<file path="src/rtl/sram_ctrl_if.sv">
`default_nettype none
// ============================================================================
// Module  : sram_ctrl_if
// Brief   : Bundles the MEM-stage request/response signals and the 16-bit
//           asynchronous SRAM pins handled by sram_ctrl.
// Revision: 1.0  initial release
// ============================================================================
interface sram_ctrl_if;
  // Pipeline (MEM stage) side
  logic        rd_en;
  logic        wr_en;
  logic [31:0] address;
  logic [31:0] write_data;
  logic [31:0] read_data;
  logic        ready;
  // SRAM side
  logic [17:0] sram_addr;
  logic [15:0] sram_dq_out;
  logic        sram_dq_oe;
  logic [15:0] sram_dq_in;
  logic        sram_we_n;

  // Controller view
  modport slave (
    input  rd_en, wr_en, address, write_data, sram_dq_in,
    output read_data, ready, sram_addr, sram_dq_out, sram_dq_oe, sram_we_n
  );

  // Requester / SRAM-model view
  modport master (
    output rd_en, wr_en, address, write_data, sram_dq_in,
    input  read_data, ready, sram_addr, sram_dq_out, sram_dq_oe, sram_we_n
  );
endinterface
`default_nettype wire

</file>
<file path="src/rtl/sram_ctrl.sv">
`default_nettype none
// ============================================================================
// Module  : sram_ctrl
// Brief   : Splits a 32-bit word access into two 16-bit SRAM half-word
//           accesses (low half first), each WAIT_CYCLES long, and stalls the
//           pipeline through ready until the word access is complete.
// Revision: 1.0  initial release
// ============================================================================
module sram_ctrl #(
  parameter int          WAIT_CYCLES = 3,
  parameter logic [31:0] BASE_ADDR   = 32'd1024
) (
  input  logic      clk,
  input  logic      rst_n,
  sram_ctrl_if.slave bus
);

  typedef enum logic [1:0] {
    S_IDLE = 2'd0,
    S_LOW  = 2'd1,
    S_HIGH = 2'd2,
    S_DONE = 2'd3
  } state_t;

  // Value of the phase counter in the final cycle of a LOW or HIGH phase
  localparam logic [3:0] LAST_CNT = 4'(WAIT_CYCLES - 1);

  state_t      state_q, state_d;
  logic [3:0]  cnt_q, cnt_d;
  logic [31:0] addr_q, addr_d;
  logic [31:0] wdata_q, wdata_d;
  logic        write_q, write_d;
  logic [31:0] rdata_q, rdata_d;

  logic        w_req;
  logic        w_last;
  logic [31:0] w_offset;
  logic [16:0] w_index;
  logic        w_unused;

  logic        w_ready;
  logic [17:0] w_sram_addr;
  logic [15:0] w_dq_out;
  logic        w_dq_oe;
  logic        w_we_n;

  assign w_req    = bus.rd_en | bus.wr_en;
  assign w_last   = (cnt_q == LAST_CNT);
  // Word index relative to the data-memory base; bits outside [18:2] drop out
  assign w_offset = addr_q - BASE_ADDR;
  assign w_index  = w_offset[18:2];
  assign w_unused = ^{w_offset[31:19], w_offset[1:0]};

  // State and datapath registers; reset aborts any access in flight
  always_ff @(posedge clk or negedge rst_n) begin
    if (!rst_n) begin
      state_q <= S_IDLE;
      cnt_q   <= 4'd0;
      addr_q  <= 32'd0;
      wdata_q <= 32'd0;
      write_q <= 1'b0;
      rdata_q <= 32'd0;
    end else begin
      state_q <= state_d;
      cnt_q   <= cnt_d;
      addr_q  <= addr_d;
      wdata_q <= wdata_d;
      write_q <= write_d;
      rdata_q <= rdata_d;
    end
  end

  // Next-state, read-data capture and SRAM pin decode
  always_comb begin
    state_d     = state_q;
    cnt_d       = cnt_q;
    addr_d      = addr_q;
    wdata_d     = wdata_q;
    write_d     = write_q;
    rdata_d     = rdata_q;
    w_ready     = 1'b0;
    w_sram_addr = 18'd0;
    w_dq_out    = 16'd0;
    w_dq_oe     = 1'b0;
    w_we_n      = 1'b1;

    case (state_q)
      S_IDLE: begin
        if (w_req) begin
          // Write wins when both requests are asserted together
          addr_d  = bus.address;
          wdata_d = bus.write_data;
          write_d = bus.wr_en;
          cnt_d   = 4'd0;
          state_d = S_LOW;
        end else begin
          w_ready = 1'b1;
        end
      end
      S_LOW: begin
        w_sram_addr = {w_index, 1'b0};
        if (write_q) begin
          w_we_n   = 1'b0;
          w_dq_oe  = 1'b1;
          w_dq_out = wdata_q[15:0];
        end
        if (w_last) begin
          cnt_d   = 4'd0;
          state_d = S_HIGH;
          if (!write_q) rdata_d[15:0] = bus.sram_dq_in;
        end else begin
          cnt_d = cnt_q + 4'd1;
        end
      end
      S_HIGH: begin
        w_sram_addr = {w_index, 1'b1};
        if (write_q) begin
          w_we_n   = 1'b0;
          w_dq_oe  = 1'b1;
          w_dq_out = wdata_q[31:16];
        end
        if (w_last) begin
          cnt_d   = 4'd0;
          state_d = S_DONE;
          if (!write_q) rdata_d[31:16] = bus.sram_dq_in;
        end else begin
          cnt_d = cnt_q + 4'd1;
        end
      end
      S_DONE: begin
        w_ready = 1'b1;
        state_d = S_IDLE;
      end
      default: begin
        state_d = S_IDLE;
      end
    endcase
  end

  assign bus.ready       = w_ready;
  assign bus.read_data   = rdata_q;
  assign bus.sram_addr   = w_sram_addr;
  assign bus.sram_dq_out = w_dq_out;
  assign bus.sram_dq_oe  = w_dq_oe;
  assign bus.sram_we_n   = w_we_n;

endmodule
`default_nettype wire

</file>
<file path="src/flat_wrapper.sv">
// flat-port wrapper written by rule: the top's interface ports become plain ports
module sram_ctrl_flat 
#(
  parameter int          WAIT_CYCLES = 3,
  parameter logic [31:0] BASE_ADDR   = 32'd1024
)
  (clk, rst_n, bus_rd_en, bus_wr_en, bus_address, bus_write_data, bus_sram_dq_in, bus_read_data, bus_ready, bus_sram_addr, bus_sram_dq_out, bus_sram_dq_oe, bus_sram_we_n);
  sram_ctrl_if bus_i ();
  input  logic clk;
  input  logic rst_n;
  input wire logic [$bits(bus_i.rd_en)-1:0] bus_rd_en;
  input wire logic [$bits(bus_i.wr_en)-1:0] bus_wr_en;
  input wire logic [$bits(bus_i.address)-1:0] bus_address;
  input wire logic [$bits(bus_i.write_data)-1:0] bus_write_data;
  input wire logic [$bits(bus_i.sram_dq_in)-1:0] bus_sram_dq_in;
  output wire logic [$bits(bus_i.read_data)-1:0] bus_read_data;
  output wire logic [$bits(bus_i.ready)-1:0] bus_ready;
  output wire logic [$bits(bus_i.sram_addr)-1:0] bus_sram_addr;
  output wire logic [$bits(bus_i.sram_dq_out)-1:0] bus_sram_dq_out;
  output wire logic [$bits(bus_i.sram_dq_oe)-1:0] bus_sram_dq_oe;
  output wire logic [$bits(bus_i.sram_we_n)-1:0] bus_sram_we_n;
  assign bus_i.rd_en = bus_rd_en;
  assign bus_i.wr_en = bus_wr_en;
  assign bus_i.address = bus_address;
  assign bus_i.write_data = bus_write_data;
  assign bus_i.sram_dq_in = bus_sram_dq_in;
  assign bus_read_data = bus_i.read_data;
  assign bus_ready = bus_i.ready;
  assign bus_sram_addr = bus_i.sram_addr;
  assign bus_sram_dq_out = bus_i.sram_dq_out;
  assign bus_sram_dq_oe = bus_i.sram_dq_oe;
  assign bus_sram_we_n = bus_i.sram_we_n;
  sram_ctrl #(.WAIT_CYCLES(WAIT_CYCLES), .BASE_ADDR(BASE_ADDR)) u_core (.clk(clk), .rst_n(rst_n), .bus(bus_i));
endmodule
</file>
<file path="config.mk">
export PLATFORM = sky130hd
export DESIGN_NAME = sram_ctrl_flat
export DESIGN_NICKNAME = d
export VERILOG_FILES = /design/src/rtl/sram_ctrl_if.sv /design/src/rtl/sram_ctrl.sv /design/src/flat_wrapper.sv
export SDC_FILE = /design/constraint.sdc
export NUM_CORES = 1
export LEC_CHECK = 0
export ABC_AREA = 1
export CORE_MARGIN = 2
export CORE_UTILIZATION = 45
export CTS_BUF_LIST = sky130_fd_sc_hd__clkbuf_8
export CTS_CLUSTER_DIAMETER = 60
export DETAILED_ROUTE_END_ITERATION = 10
export PLACE_DENSITY_LB_ADDON = 0.3
export SLEW_MARGIN = 10
export SYNTH_ARGS = -nofsm -noshare
export SYNTH_HDL_FRONTEND = slang
export SYNTH_SLANG_ARGS = --single-unit
export TNS_END_PERCENT = 20
</file>
<file path="constraint.sdc">
create_clock -name clk -period 3.72 [get_ports clk]
set_input_delay 0.372 -clock clk [delete_from_list [all_inputs] [get_ports clk]]
set_output_delay 0.372 -clock clk [all_outputs]
set_load 0.02 [all_outputs]
</file>
==> impl_results.md <==
- Vias in the first global route: 3581
- Initial drt markers: 170
- Max Freq: 343.3 MHz
- Final setup violation count: 0
- Vias per cell: 4.854
- Fin crit period: 2.913 ns
- Slowest cell delay on critical path: 0.64 ns
- Number of iterations in the first detailed-routing pass: 4
- Share of cells above drive strength 1: between 10% and 20%
- Max_cap viols: 0
- Syn_area_per_cell: ~8.5 sq um
- Max IR drop VDD: 0.3405 mV
- Nets: between 700 and 800
- Core Rows: 35
- First-pass GRT wire length: 16270 microns
- Leak: 2.762 nW
- Largest net degree at the start of global routing: between 80 and 90
- Hold Vio Cnt, Final: 0
- Cts hold-fix bufs: 0
- Clk_lat worst skew: roughly 0.35 ns
- Setup Skew: 0.006085 ns
- Synth Net Count: 590
- Global placement routability congestion: around 0.87
- Post-cts resize count: 0
- Sequential share of the synthesized area: 52.02%
- Worst EP arrival: 2.54 ns
- Antenna violations before repair: 0
- Slew headroom: 27.79%
- Filler Cell Count: 765
- Ant. Diodes: 0
- Switching share of power: 42.59%
- RSZ-0062 raised after global routing: no
- Actual slew at the worst max-slew pin: roughly 1.1 ns
- Routed via count: 3602
- Critical path required time: 3.35 ns
- Final WL: 9799 microns
- Critical path, cell by cell: inv_1 -> ha_1 -> nand2_2 -> a21oi_1 -> clkdlybuf4s50_1
- CTS tree: done
- Hold_ws: around 0.20 ns
- Most common cell after layout, fill and taps aside: nand2_1
- CTS Buffer Depth: 2
- Die height: 101.0 microns
- Worst setup SP type: register
- Cell Area, Synth: between 4000 and 5000 sq um
- Post-synth cell types: 23
- Fin. max-slew vios: 0
- DRC: 0
- Congestion Overflow GR: 0
- Internal: 2.983 mW
- Gate Count Post-Synth: roughly 500
- Post-CTS Setup Inserts: 0
- PwrDens: 891.7 nW/um^2
- Net load switching power: about 2.2 mW
- Core Box Area: 9196 sq um
- Die area: 10200 sq um
- Sequential power share: 33.3%
- Final setup TNS: 0 ns
- I/O pin cnt: 153
- IO Port Bufs: ~140
- Clk sinks: 88
- Routed WL per cell: 13.21 microns
- Initial core utilization: 46.03%
- Most frequent cells in the layout: 199 x nand2_1, 136 x clkdlybuf4s50_1, 88 x dfrtp_1, 41 x inv_1, 32 x o21ai_2
- Clk root buf: clkbuf_8
- Finished Cell Area: between 5000 and 6000 sq um
- CP max stage cell: clkdlybuf4s50_1
- DRT antenna net count: 0
- Area after DPL: 5595 sq um
- H-tree Lvls: 3
- CP endpoint kind: output port
- Period utilisation layout: 78.31%
- Status: finished, final reports clean
- Total CTS buffers: 9
- Die W: 101.0 microns
- Critical path class: reg -> out
- Hpwl dp: approximately 6900 microns
- Power share of the clock group: 14.4%
- Critical path fanouts, max: 18
- Synthesis Warnings: 0
- Overall Global Routing Usage: 20.09%
- Clock-pin slew on the worst setup and hold paths: 0.09 ns
- Number of synthesized register bits: between 80 and 90
- Combinational Power Share: between 50% and 60%
- Synth-to-Final Area Change: 37.66%
- Worst hold path class: in -> async
-- layer usage --
metal  vias up  wire length, microns  share of wire [%]  global-route usage (%)
met1      1702                  4165                 43                   25.44
met3        12                   521                5.3                   5.479
met4         0                   137                1.4                   6.029
met5         -                     0                  0                       0
li1       1797                     -                  -                       -
met2        91                  4975                 51                   33.74
-- logic make-up after synthesis --
family / Yosys count / synth area share (%)
AO/OA/AOI/OAI: 74 / 11.59
AND/OR/NAND/NOR: 260 / 26.07
flip-flops: 88 / 52.02
buffers and inverters: 68 / 7.952
adder cells (fa/ha/maj): 8 / 2.365
-- sequential cells by signal, indices dropped and copies added, names as in the netlist --
name,cells
u_core.addr_q,17
u_core.bus.read_data,32
u_core.cnt_q,4
u_core.state_q,2
u_core.wdata_q,32
u_core.write_q,1
-- worst max-delay path: cells and delay by family (launching register included) --
family / cells / cell delay [ns]
buf+inv: 2 / 0.74
fa+ha+maj: 1 / 0.48
flops: 1 / 0.40
simple gates: 1 / 0.32
compound gates: 1 / 0.26
-- final timing paths --
| path | slack [ns] | start | cells after the start | end |
|---|---|---|---|---|
| hold reg to reg | 0.48 | u_core.bus.read_data[18] | 2 | u_core.bus.read_data[18] |
| min in group clk | 0.48 | u_core.bus.read_data[18] | 2 | u_core.bus.read_data[18] |
| setup / recovery | 0.81 | u_core.state_q[0] | 5 | bus_sram_dq_out[11] |
| max in group asynchronous | 2.81 | rst_n | 1 | u_core.bus.read_data[15] |
| hold / removal | 0.20 | rst_n | 1 | u_core.wdata_q[22] |
| setup reg to reg | 1.84 | u_core.state_q[0] | 5 | u_core.addr_q[16] |
-- Yosys cell counts --
master / instances / area, sq um
inv_1: 40 / 150.1
nand2_4: 2 / 22.52
ha_1: 8 / 100.1
or2_2: 1 / 6.260
or2_4: 1 / 8.760
nand2_2: 12 / 75.07
nor2_1: 26 / 97.59
inv_2: 5 / 18.77
nand4_1: 1 / 6.260
nand3_2: 2 / 20.02
nor3_1: 1 / 5.000
buf_2: 14 / 70.07
nand3_1: 12 / 60.06
buf_4: 1 / 7.510
o21ai_1: 11 / 55.05
nand2_1: 199 / 747.0
nand3_4: 2 / 35.03
o21ai_0: 11 / 55.05
nor2_8: 1 / 20.02
dfrtp_1: 88 / 2202
a21oi_1: 20 / 100.1
o21ai_2: 32 / 280.3
buf_6: 8 / 90.09
-- stage by stage --
step,util (%),instances,setup slack [ns],power [mW]
5_1_grt,63.36,742,0.6238,5.613
3_5_place_dp,60.84,726,1.170,4.490
2_1_floorplan,-,498,1.764,3.478
4_1_cts,63.36,742,0.7767,5.256
3_3_place_gp,60.84,726,1.207,4.392
6_report,63.36,742,0.8070,5.196
-- power groups by stage --
stage / sequential (mW) / clock [mW] / combinational [mW]
floorplan: 1.91 / 0 / 1.57
global placement: 1.71 / 0 / 2.68
detailed placement: 1.74 / 0 / 2.75
CTS: 1.73 / 0.767 / 2.76
global route: 1.79 / 0.815 / 3.01
finish: 1.73 / 0.747 / 2.72
-- layout make-up --
class / count / area (sq um) / share of cell area, %
clock buffers: 11 / 151.4 / 2.598
repair buffers: 140 / 1391 / 23.88
multi-input cells: 342 / 1694 / 29.07
flip-flops and latches: 88 / 2202 / 37.79
inverters: 45 / 168.9 / 2.899
clock inverters: 5 / 80.08 / 1.374
well taps: 111 / 138.9 / 2.384
Note: power is estimated with default switching activity, not from simulation.
